### config.mk
export PLATFORM = sky130hd
export DESIGN_NAME = alu_arbiter
export DESIGN_NICKNAME = d
export VERILOG_FILES = /design/src/rtl/alu_arbiter.sv
export SDC_FILE = /design/constraint.sdc
export NUM_CORES = 1
export LEC_CHECK = 0
export ABC_AREA = 1
export BUFFER_PORTS_ARGS = -buffer_cell sky130_fd_sc_hd__buf_2
export CELL_PAD_IN_SITES_DETAIL_PLACEMENT = 0
export CELL_PAD_IN_SITES_GLOBAL_PLACEMENT = 1
export CORE_MARGIN = 2
export CORE_UTILIZATION = 33
export DETAILED_ROUTE_END_ITERATION = 10
export PLACE_DENSITY_LB_ADDON = 0.1
export SLEW_MARGIN = 20
export SYNTH_ARGS = -nofsm -noshare
export SYNTH_HDL_FRONTEND = slang
export SYNTH_SLANG_ARGS = --single-unit
### constraint.sdc
create_clock -name clk -period 1.51 [get_ports clk]
set_input_delay 0.302 -clock clk [delete_from_list [all_inputs] [get_ports clk]]
set_output_delay 0.302 -clock clk [all_outputs]
set_load 0.02 [all_outputs]
### src/rtl/alu_arbiter.sv
// rtl/alu_arbiter.sv - round-robin arbiter sharing one external ALU between two requesters
// Latches the winner's operands, registers the ALU result, returns it under valid/ack.
module alu_arbiter #(
    parameter int WIDTH = 16,
    parameter int FW    = 3
) (
    input  logic             clk,
    input  logic             rst_n,
    input  logic             req0_valid,
    input  logic [WIDTH-1:0] req0_a,
    input  logic [WIDTH-1:0] req0_b,
    input  logic [FW-1:0]    req0_func,
    output logic             gnt0,
    output logic             rsp0_valid,
    input  logic             rsp0_ack,
    input  logic             req1_valid,
    input  logic [WIDTH-1:0] req1_a,
    input  logic [WIDTH-1:0] req1_b,
    input  logic [FW-1:0]    req1_func,
    output logic             gnt1,
    output logic             rsp1_valid,
    input  logic             rsp1_ack,
    output logic [WIDTH-1:0] rsp_data,
    output logic [WIDTH-1:0] alu_a,
    output logic [WIDTH-1:0] alu_b,
    output logic [FW-1:0]    alu_func,
    input  logic [WIDTH-1:0] alu_out,
    output logic             busy,
    output logic [15:0]      op_count
);

    typedef enum logic [1:0] {
        IDLE = 2'd0,
        EXEC = 2'd1,
        DONE = 2'd2
    } state_t;

    state_t           r_state;
    state_t           w_next;
    logic             r_owner;
    logic             r_last_gnt;
    logic [WIDTH-1:0] r_alu_a;
    logic [WIDTH-1:0] r_alu_b;
    logic [FW-1:0]    r_alu_func;
    logic [WIDTH-1:0] r_rsp_data;
    logic [15:0]      r_op_count;
    logic             w_gnt0;
    logic             w_gnt1;
    logic             w_ack;

    // Only the current owner's ack can close out DONE.
    assign w_ack = r_owner ? rsp1_ack : rsp0_ack;

    always_ff @(posedge clk or negedge rst_n) begin
        if (!rst_n) begin
            r_state <= IDLE;
        end else begin
            r_state <= w_next;
        end
    end

    always_comb begin
        w_next = r_state;
        w_gnt0 = 1'b0;
        w_gnt1 = 1'b0;
        case (r_state)
            IDLE: begin
                // On a tie the requester that did not win last time goes first.
                if (req0_valid && (!req1_valid || r_last_gnt)) begin
                    w_gnt0 = 1'b1;
                end else if (req1_valid) begin
                    w_gnt1 = 1'b1;
                end
                if (w_gnt0 || w_gnt1) begin
                    w_next = EXEC;
                end
            end
            EXEC: w_next = DONE;
            DONE: begin
                if (w_ack) begin
                    w_next = IDLE;
                end
            end
            default: w_next = IDLE;
        endcase
    end

    always_ff @(posedge clk or negedge rst_n) begin
        if (!rst_n) begin
            r_owner    <= 1'b0;
            r_last_gnt <= 1'b1;
            r_alu_a    <= '0;
            r_alu_b    <= '0;
            r_alu_func <= '0;
            r_rsp_data <= '0;
            r_op_count <= '0;
        end else begin
            if (w_gnt0 || w_gnt1) begin
                r_alu_a    <= w_gnt1 ? req1_a : req0_a;
                r_alu_b    <= w_gnt1 ? req1_b : req0_b;
                r_alu_func <= w_gnt1 ? req1_func : req0_func;
                r_owner    <= w_gnt1;
                r_last_gnt <= w_gnt1;
            end
            if (r_state == EXEC) begin
                r_rsp_data <= alu_out;
            end
            if (r_state == DONE && w_ack) begin
                r_op_count <= r_op_count + 16'd1;
            end
        end
    end

    assign gnt0       = w_gnt0;
    assign gnt1       = w_gnt1;
    assign rsp0_valid = (r_state == DONE) && !r_owner;
    assign rsp1_valid = (r_state == DONE) && r_owner;
    assign rsp_data   = r_rsp_data;
    assign alu_a      = r_alu_a;
    assign alu_b      = r_alu_b;
    assign alu_func   = r_alu_func;
    assign busy       = (r_state != IDLE);
    assign op_count   = r_op_count;

endmodule
# Yosys cells after proc, flatten, opt, wreduce, memory -nomap -nowiden
# Cells that the tools add are included.
dict set report op_classes {
  add_sub_neg 1
  muxes 14
  n_eq_ne 4
  n_reduce_logical 12
}
# cell n
set ops {}
lappend ops {{$mux W16} 2}
lappend ops {{$add A16 B1 Y16 const B} 1}
lappend ops {{$mux W1} 8}
lappend ops {{$pmux W2 S3} 1}
lappend ops {{$logic_and A1 B1 Y1} 4}
lappend ops {{$mux W2} 2}
lappend ops {{$ne A2 B2 Y1 const B} 2}
lappend ops {{$logic_or A1 B1 Y1} 3}
lappend ops {{$mux W3} 1}
lappend ops {{$eq A2 B1 Y1 const B} 1}
lappend ops {{$eq A2 B2 Y1 const B} 1}
lappend ops {{$logic_not A1 Y1} 2}
lappend ops {{$logic_not A2 Y1} 1}
lappend ops {{$reduce_and A2 Y1} 1}
lappend ops {{$reduce_bool A2 Y1} 1}
dict set report word_totals {
  in_bits 92
  output_inout_bits 72
  reg_bits 71
}

# Depth between registers and ports, before layout
# Gate-level depths: netlist of run 1.
dict set report logic_depth {
  ltp_word 8
  depth_mapped 9
  mapped_depth_nobuf 9
}

# Least setup slack after synthesis of run 1
# No wires, ideal clock.
dict set report synth_path {
  kind {register -> output}
  start {reg r_state[1]}
  end {out gnt0}
  arrival_time_ns 1.141
  t_required_ns 1.208
  path_stages_with_launch 4
  slack_ns 0.067
  cell_sequence {dfrtp_1 > nor2_2 > inv_2 > a211oi_1}
}
dict set report synth_via {
  elab_chain_len 2
}
# item line_no
set synth_rtl {}
lappend synth_rtl {{start, declared} 38} ;# state_t r_state;
lappend synth_rtl {{start signal, assigned} 58} ;# r_state <= w_next;
lappend synth_rtl {{$logic_not A2 Y1} 66} ;# case (r_state)
lappend synth_rtl {{$mux W1} 66}
lappend synth_rtl {{end, declared} 13} ;# output logic gnt0,
# No other way between the ends.

# Worst setup path after layout of run 1
dict set report layout_path {
  start {reg r_last_gnt}
  end {out gnt0}
}
dict set report layout_via {
  elab_chain_len 5
}
# item line_no
set layout_rtl {}
lappend layout_rtl {{start, declared} 41} ;# logic r_last_gnt;
lappend layout_rtl {{start signal, assigned} 103} ;# r_last_gnt <= w_gnt1;
lappend layout_rtl {{$logic_or A1 B1 Y1} 69} ;# if (req0_valid && (!req1_valid || r_last_gnt)) begin
lappend layout_rtl {{$logic_and A1 B1 Y1} 69}
lappend layout_rtl {{$mux W1} 69}
lappend layout_rtl {{$mux W1 (2 in a row)} 66}
# No other way between the ends. The select of a mux whose other input is x is not followed.

==> results of run 1 <==
placed cells by master, fill, tap and decap left out:
| master | count |
|---|---|
| clkinv_2 | 5 |
| ha_1 | 1 |
| dfstp_2 | 1 |
| buf_4 | 13 |
| nor3_1 | 2 |
| inv_2 | 3 |
| inv_1 | 61 |
| o21ai_0 | 5 |
| nor2_1 | 9 |
| a211oi_2 | 1 |
| dfrtp_1 | 70 |
| nand3_1 | 11 |
| nand2_1 | 150 |
| clkbuf_16 | 6 |
| nor2_2 | 2 |
| nand4_1 | 7 |
| mux2_2 | 16 |
| buf_6 | 3 |
| o211ai_1 | 35 |
| xnor2_1 | 1 |
| buf_12 | 5 |
| a21oi_1 | 1 |
| a21oi_4 | 2 |
| clkinvlp_4 | 2 |
| xor2_1 | 4 |
| dlygate4sd3_1 | 1 |
| nand2_4 | 1 |
| clkbuf_8 | 9 |
| inv_4 | 1 |
| nand2_2 | 2 |
| nor2_4 | 3 |
| buf_2 | 158 |
power by group:
part / switching, W / total [W] / internal, W
logic: 0.00286 / 0.00479 / 0.00193
registers: 0.000455 / 0.00318 / 0.00272
clock network: 0.000728 / 0.00131 / 0.000580
total: 0.00404 / 0.00927 / 0.00523
worst max-delay path, cell delays in order, from the launching register on:
cell      delay [ns]
dfstp_2         0.55
inv_2           0.04
a211oi_2        0.18
buf_4           0.18
metal layers:
layer  share of wire, %  global-route usage, %
met5                  0                      0
met2                 48                   26.1
met1                 45                   19.9
met3                5.4                   4.29
met4                1.9                   6.95
cell families (layout without fill, tap and decap cells):
| group | Yosys count | in the layout |
|---|---|---|
| xor+xnor | 5 | 5 |
| fa+ha+maj | 1 | 1 |
| simple gates | 187 | 187 |
| mux | 16 | 16 |
| buf+inv | 80 | 267 |
| compound gates | 44 | 44 |
| flops | 71 | 71 |
metrics by stage:
stage	cell area, µm²	worst slack (ns)
final	4890	-0.0843
after global routing	4890	-0.182
after CTS	4660	-0.126
after detailed placement	4440	0.0642
after global placement	4440	0.0886
after floorplan	3430	0.0668
path summary, 6_finish.rpt:
| path | startpoint | end | slack [ns] |
|---|---|---|---|
| worst max-delay path | r_last_gnt | gnt0 | -0.08 |
| worst min-delay path | alu_out[3] | rsp_data[3] | 0.18 |
| worst max register to register | r_state[1] | alu_b[15] | 0.01 |
| worst min register to register | alu_b[13] | alu_b[13] | 0.47 |
| max in group asynchronous | rst_n | alu_a[8] | 0.59 |
| min in group asynchronous | rst_n | alu_b[8] | 0.39 |
final cells by class:
| type | count | share of cell area, % |
|---|---|---|
| Sequential cell | 71 | 36.4 |
| Multi-Input combinational cell | 253 | 27.6 |
| Timing Repair Buffer | 186 | 24.2 |
| Inverter | 65 | 5.04 |
| Tap cell | 136 | 3.48 |
| Clock buffer | 9 | 2.53 |
| Clock inverter | 7 | 0.819 |
flip-flops by register name, summed over array words and instances, names as in the netlist:
name        count
op_count       16
rsp_data       16
alu_a          16
r_owner         1
alu_func        3
r_state         2
r_last_gnt      1
alu_b          16
timing repair:
| item | 4_1_cts | 5_1_grt |
|---|---|---|
| pin swaps | 2 | 13 |
| buffers inserted | 3 | 3 |
| endpoints found under the hold margin | 20 | 0 |
| endpoints found under the setup margin | 4 | 28 |
| hold buffers | 1 | 0 |
| cloned | 0 | 7 |
| resized for setup | 9 | 12 |
==> results.md, run 1 <==
* Status: complete, but fails checks
* Failing checks: negative setup slack
* Hold Vio Cnt, Final at 0
* Hold Path Depth at 2
* Top Ports at roughly 160
* TritonCTS clock tree: built
* Tot GR Track Use at around 16%
* Critical path class: register to primary output
* Non-Filler Instances at 727
* Pleak at approximately 2.8 nW
* Routed wire length at around 9.4 mm
* Hold Crit Class: primary input to register
* Antenna violations before repair at 0
* ANT nets after route at 0
* Total CTS buffers at 9
* Ys async rst share at 100%
* Area Overhead vs Synth at 42.4%
* Area leader, netlist: dfrtp_1
* Post-synthesis compound-gate area fraction at under 10%
* Multi-input gate area at between 0.001 and 0.0015 mm²
* Clock sink count at 71
* Syn Area/Cell at ~8.5 µm²
* Net Count, Synth at ~500
* Via density at roughly 4.4
* Final hold slack at roughly 0.18 ns
* Tot Pwr at 0.00927 W
* Peak VDD IR at about 800 µV
* H-tree depth at 3
* Worst endpoint data arrival time at 1.29 ns
* Number of synthesized flops with an enable pin at 0
* Largest net degree at the start of global routing at 38
* CP endpoint kind: primary output
* DR pass1 iterations at 4
* Grt ovf at 0
* Slew @ Worst Pin at 0.396 ns
* Synth Area in Simple Gates at 22.1%
* DIE WIDTH at 106 µm
* Cells after Synth at roughly 400
* CP Launch Type: register
* Ys Warns at 0
* Placed cells at about 700
* Vias in the first global route at approximately 3,100
* Setup slack after layout at -0.0843 ns
* CTS clk-pin slew, worst paths at approximately 0.080 ns
* WL/cell at ~13 µm
* Yosys cell types at 25
* Layout Utilization at 47.8%
* Post-Synth Adder-Cell Area at less than 1%
* Main combinational cell family by area after synthesis: simple AND/OR/NAND/NOR gates
* Critical Path RT at around 1.2 ns
* # DRC at 0
* Worst-skew pair later-pin latency at between 0.3 and 0.4 ns
* Count leader, synth: nand2_1
* Layout Nets at between 600 and 700
* Fillers at slightly above 1,000
* Full die area at roughly 0.011 mm²
* Fin crit period at 1.59 ns
* Initial core utilization at between 30 and 40%
* Mapped Area at roughly 0.0034 mm²
* Critical-path maximum fanout at 2
* Via Count at 3,199
* Max clock buf depth at 2
* Drt initial violations at between 90 and 100
* Max cap viols at 0
* Final period utilization at 106%
* GPL Wtd Cong at 0.790
* Sequential area share after synthesis at between 50% and 60%
* Final Max Tran Viols at 0
* Most common library cells after synthesis: nand2_1, dfrtp_1, inv_1
* Setup Viol. Count Final at 3
* TNS Setup at -0.153 ns
* Post-synth top area share at about 51%
* Worst clock skew at between 0.007 and 0.008 ns
* Reg area at 0.00178 mm²
* Core area at roughly 0.01 mm²
* Post-synthesis xor/xnor area fraction at around 1.3%
* RSZ-0062 raised after global routing: yes
* Clock Tree Root: clkbuf_8
* Synth Flop Type: dfrtp_1
* Row count at 37
* First-pass GRT wire length at roughly 14 mm
* FF-to-FF path depth at 8
* Seq cells post-synth at 71
* Mux cell area share after synthesis at between 5 and 6%
* Post-DP HPWL at approximately 6.6 mm
* Fmax at about 630 MHz
* Layout cells sized above 1 at 39.4%
* Slew margin rel. at 73.5%
* Port bufs at 163
* ANT cells at 0
* Pwr dens at between 1500 and 2000 mW/mm²
* Die Ht at 106 µm
* Synth top area cells: dfrtp_1, nand2_1, o211ai_1
Note: power is estimated with default switching activity, not from simulation.
==> inputs of run 2 (changes only) <==
- CAP_MARGIN: default -> 25
- CORE_UTILIZATION: 33 -> 30
- clock period: 1.51 -> 1.34 ns (I/O delays scaled with it)
==> results.md, run 2 (synthesis results as in run 1) <==
* Status: complete, but fails checks
* Failing checks: negative setup slack
* Full die area at around 0.012 mm²
* Worst clock skew at ~0.0056 ns
* Core area at between 0.01 and 0.015 mm²
* Clock sink count at between 70 and 80
* Port bufs at about 160
* CP endpoint kind: primary output
* Worst-skew pair later-pin latency at 0.33 ns
* Slew margin rel. at around three quarters
* Layout cells sized above 1 at 47.6%
* Critical-path maximum fanout at 3
* Worst flop-to-flop path startpoint: r_state[0]
* Top Ports at about 160
* Flop-to-flop setup slack at -0.12 ns
* Setup crit end: gnt1
* Antenna violations before repair at 0
* Routed wire length at roughly 11 mm
* Hold Vio Cnt, Final at 0
* # DRC at 0
* Post-DP HPWL at 6.92 mm
* Setup Viol. Count Final at 42
* FF-to-FF path depth at 9
* Critical Path RT at 1.07 ns
* Pleak at between 3 and 4 nW
* CTS clk-pin slew, worst paths at 0.06 ns
* Die Ht at ~110 µm
* Setup slack after layout at -0.196 ns
* GPL Wtd Cong at between 0.7 and 0.8
* Grt ovf at 0
* Tot Pwr at roughly 0.013 W
* H-tree depth at 3
* Via Count at about 3,500
* Area Overhead vs Synth at 64.0%
* TritonCTS clock tree: built
* Total CTS buffers at 9
* Row count at 39
* Max cap viols at 0
* ANT nets after route at 0
* Setup crit start: r_state[0]
* Final Max Tran Viols at 0
* DR pass1 iterations at 4
* Drt initial violations at roughly 190
* Via density at 4.51
* Worst r2r dst: alu_b[6]
* Layout Nets at 715
* First-pass GRT wire length at roughly 16 mm
* WL/cell at roughly 15 µm
* Fin crit period at 1.54 ns
* Hold Crit Class: primary input to register
* Commonest non-fill, non-tap cell in the layout: buf_2
* Slew @ Worst Pin at between 0.3 and 0.4 ns
* Final period utilization at 115%
* CP Launch Type: register
* ANT cells at 0
* DIE WIDTH at ~110 µm
* RSZ-0062 raised after global routing: yes
* Largest net degree at the start of global routing at 40
* Worst endpoint data arrival time at 1.27 ns
* Initial core utilization at a little under a third
* Max clock buf depth at 2
* Fillers at about 1,100
* Highest-count cells in the layout ignoring fill and taps: buf_2, nand2_1, dfrtp_1
* Critical path class: register to primary output
* Fmax at about 650 MHz
* Layout Utilization at approximately half
* Peak VDD IR at about 880 µV
* Vias in the first global route at 3,228
* Tot GR Track Use at between 15 and 20%
* Pwr dens at roughly 2300 mW/mm²
* Clock Tree Root: clkbuf_16
## run 2: cell types whose count changed in the layout (fill, tap and decap cells not counted), moves of 5 or more
cell	before	now
nand3_2	0	5
nand3_1	11	6
buf_6	3	16
nand2_2	2	15
clkbuf_8	9	3
buf_4	13	26
clkbuf_16	6	21
nand2_1	150	136
## run 2: layer usage
layer	wire, µm	track usage [%]	vias up
li1	-	-	1712
met1	5000	20.4	1605
met2	5420	24.6	122
met3	757	4.48	17
met4	219	7.42	0
met5	0	0	-
## run 2: area by class of cell
class / instances / area, µm² / share of cell area [%]
tap: 143 / 179 / 3.18
clock buffer: 12 / 267 / 4.73
multi-input combinational: 253 / 1460 / 26.0
clock inverter: 1 / 5.00 / 0.0888
sequential: 71 / 1780 / 31.6
inverter: 65 / 254 / 4.51
timing repair buffer: 222 / 1690 / 29.9
## run 2: timing repair
action                     CTS  global route
hold endpoints to repair    19             0
pin swaps                    2            32
gates resized for setup     21            58
setup endpoints to repair    5            58
hold buffers                 1             0
gates cloned                 0            18
setup buffers                5            13
## run 2: critical path: stages, from the launching register on
cell and delay (ns):
dfrtp_1 0.40, nor2_2 0.15, buf_4 0.14, nand2_4 0.07, inv_2 0.07, buf_6 0.11
## run 2: how the worst min path moves through the flow
stage,from,to,cells past startpoint
after floorplan,rst_n,alu_a[0],0
after global placement,rst_n,alu_b[11],1
after detailed placement,rst_n,alu_b[11],1
after CTS,alu_out[3],rsp_data[3],2
after global routing,alu_out[12],rsp_data[12],2
final,alu_out[3],rsp_data[3],2
## run 2: power breakdown
group	internal [W]	switching, W	total, W	leakage (nW)
Sequential	0.00308	0.000505	0.00358	0.869
Clock	0.00137	0.000841	0.00221	0.136
Combinational	0.00329	0.00386	0.00715	2.11
Total	0.00773	0.00521	0.0129	3.11
## run 2: per-stage QoR
step	cells	hold WS [ns]	area, µm²	setup TNS [ns]	setup WS (ns)
2_1_floorplan	404	-0.0276	3440	0	0.0123
3_3_place_gp	717	0.195	4600	0	0.0497
3_5_place_dp	717	0.198	4600	0	0.0212
4_1_cts	736	0.159	4990	-2.72	-0.210
5_1_grt	767	0.168	5630	-6.93	-0.262
6_report	767	0.171	5630	-4.00	-0.196
==> inputs of run 3 (changes only) <==
- SKIP_LAST_GASP: default -> 1
==> results.md, run 3 (synthesis results as in run 1) <==
* DIE WIDTH at about 110 µm
* Failing checks: negative setup slack
* ANT cells at 0
* Grt ovf at 0
* Clock Tree Root: clkbuf_16
* Worst clock skew at ~0.0058 ns
* Max clock buf depth at 2
* RSZ-0062 raised after global routing: yes
* Total CTS buffers at 9
* Worst-skew pair later-pin latency at ~0.33 ns
* Worst endpoint data arrival time at approximately 1.3 ns
* Critical-path maximum fanout at 2
* Highest-count cells in the layout ignoring fill and taps: buf_2, nand2_1, dfrtp_1
* Initial core utilization at a little under a third
* Tot GR Track Use at about 16%
* Via density at between 4 and 5
* GPL Wtd Cong at about 0.8
* CP endpoint kind: primary output
* Multi-input gate area at between 0.001 and 0.0015 mm²
* First-pass GRT wire length at about 16 mm
* Peak VDD IR at about 900 µV
* DR pass1 iterations at 4
* Top Ports at between 150 and 200
* Full die area at between 0.01 and 0.015 mm²
* H-tree depth at 3
* FF-to-FF path depth at 9
* Layout Nets at about 700
* Area Overhead vs Synth at 62.8%
* Commonest non-fill, non-tap cell in the layout: buf_2
* Setup Viol. Count Final at 42
* Cells along the critical path: inv_1, a211oi_2, buf_4
* Fillers at 1,047
* TritonCTS clock tree: built
* Core area at ~0.011 mm²
* Hold Crit Class: primary input to register
* Pleak at between 3 and 4 nW
* Max cap viols at 0
* Clock sink count at 71
* Routed wire length at ~11 mm
* CTS clk-pin slew, worst paths at about 0.050 ns
* Largest net degree at the start of global routing at 40
* Largest stage delay on the critical path at between 0.5 and 0.6 ns
* Reg area at ~0.0018 mm²
* Pwr dens at 2310 mW/mm²
* Layout cells sized above 1 at between 40% and 50%
* Hold Path Depth at 2
* Hold Vio Cnt, Final at 0
* Die Ht at 111 µm
* Status: complete, but fails checks
* Slew @ Worst Pin at around 0.35 ns
* Final Max Tran Viols at 0
* Final period utilization at 115%
* Port bufs at 163
* Slew margin rel. at between 70% and 80%
* Critical path class: register to primary output
* Fmax at approximately 650 MHz
* Fin crit period at ~1.5 ns
* Layout Utilization at 49.6%
* Critical Path RT at 1.07 ns
* # DRC at 0
* TNS Setup at -4.21 ns
* Post-DP HPWL at between 6 and 7 mm
* Via Count at between 3,000 and 4,000
* Setup slack after layout at -0.200 ns
* Row count at 39
* ANT nets after route at 0
* WL/cell at between 10 and 15 µm
* Vias in the first global route at between 3,000 and 4,000
* Crit-path slowest cell: dfstp_2
* Antenna violations before repair at 0
* Drt initial violations at roughly 160
* CP Launch Type: register
## run 3: cell types whose count changed in the layout (fill, tap and decap cells not counted), sizes merged
cell and change:
buf -3
## run 3: critical path: cells and delay by family, from the launching register on
kind	cells	cell delay, ns
AO/OA/AOI/OAI	1	0.18
buffers and inverters	2	0.24
flip-flops	1	0.53
## run 3: stage by stage
step                      worst slack, ns  cell area (µm²)  hold WS, ns  instances  power, W
after CTS                          -0.226             4970        0.159        736    0.0113
after global placement             0.0497             4600        0.195        717   0.00869
after detailed placement           0.0212             4600        0.198        717   0.00877
after global routing               -0.261             5590        0.168        764    0.0137
final                              -0.200             5590        0.169        764    0.0129
after floorplan                    0.0123             3440      -0.0276        404   0.00679
## run 3: final timing paths
check,end,start,slack (ns)
worst max-delay path,gnt0,r_last_gnt,-0.20
worst min-delay path,rsp_data[3],alu_out[3],0.17
worst max register to register,alu_b[6],r_state[0],-0.12
worst min register to register,alu_b[6],alu_b[6],0.48
max in group asynchronous,r_last_gnt,rst_n,0.44
min in group asynchronous,alu_b[9],rst_n,0.39
## run 3: layer usage
layer	up-vias	share of wire (%)	track usage (%)
met5	-	0	0
met4	0	1.9	7.42
met3	16	5.9	4.48
met2	106	47	24.5
met1	1593	45	20.3
li1	1708	-	-
## run 3: area by class of cell
cell class | instances | area share [%]
flip-flops and latches | 71 | 31.8
clock buffers | 12 | 4.77
multi-input cells | 253 | 26.0
well taps | 143 | 3.20
inverters | 65 | 4.54
clock inverters | 1 | 0.0895
repair buffers | 219 | 29.5
## run 3: what timing repair did
item                                    in CTS  in global routing
hold buffers                                 1                  0
setup buffers                                5                 11
endpoints found under the hold margin       19                  0
gates cloned                                 0                 17
resized for setup                           16                 58
pin swaps                                    2                 27
endpoints found under the setup margin       5                 57
## run 3: power breakdown
part / internal [W] / switching [W] / leakage [nW] / total (W)
sequential: 0.00308 / 0.000507 / 0.869 / 0.00358
clock: 0.00137 / 0.000838 / 0.136 / 0.00221
combinational: 0.00327 / 0.00382 / 2.09 / 0.00710
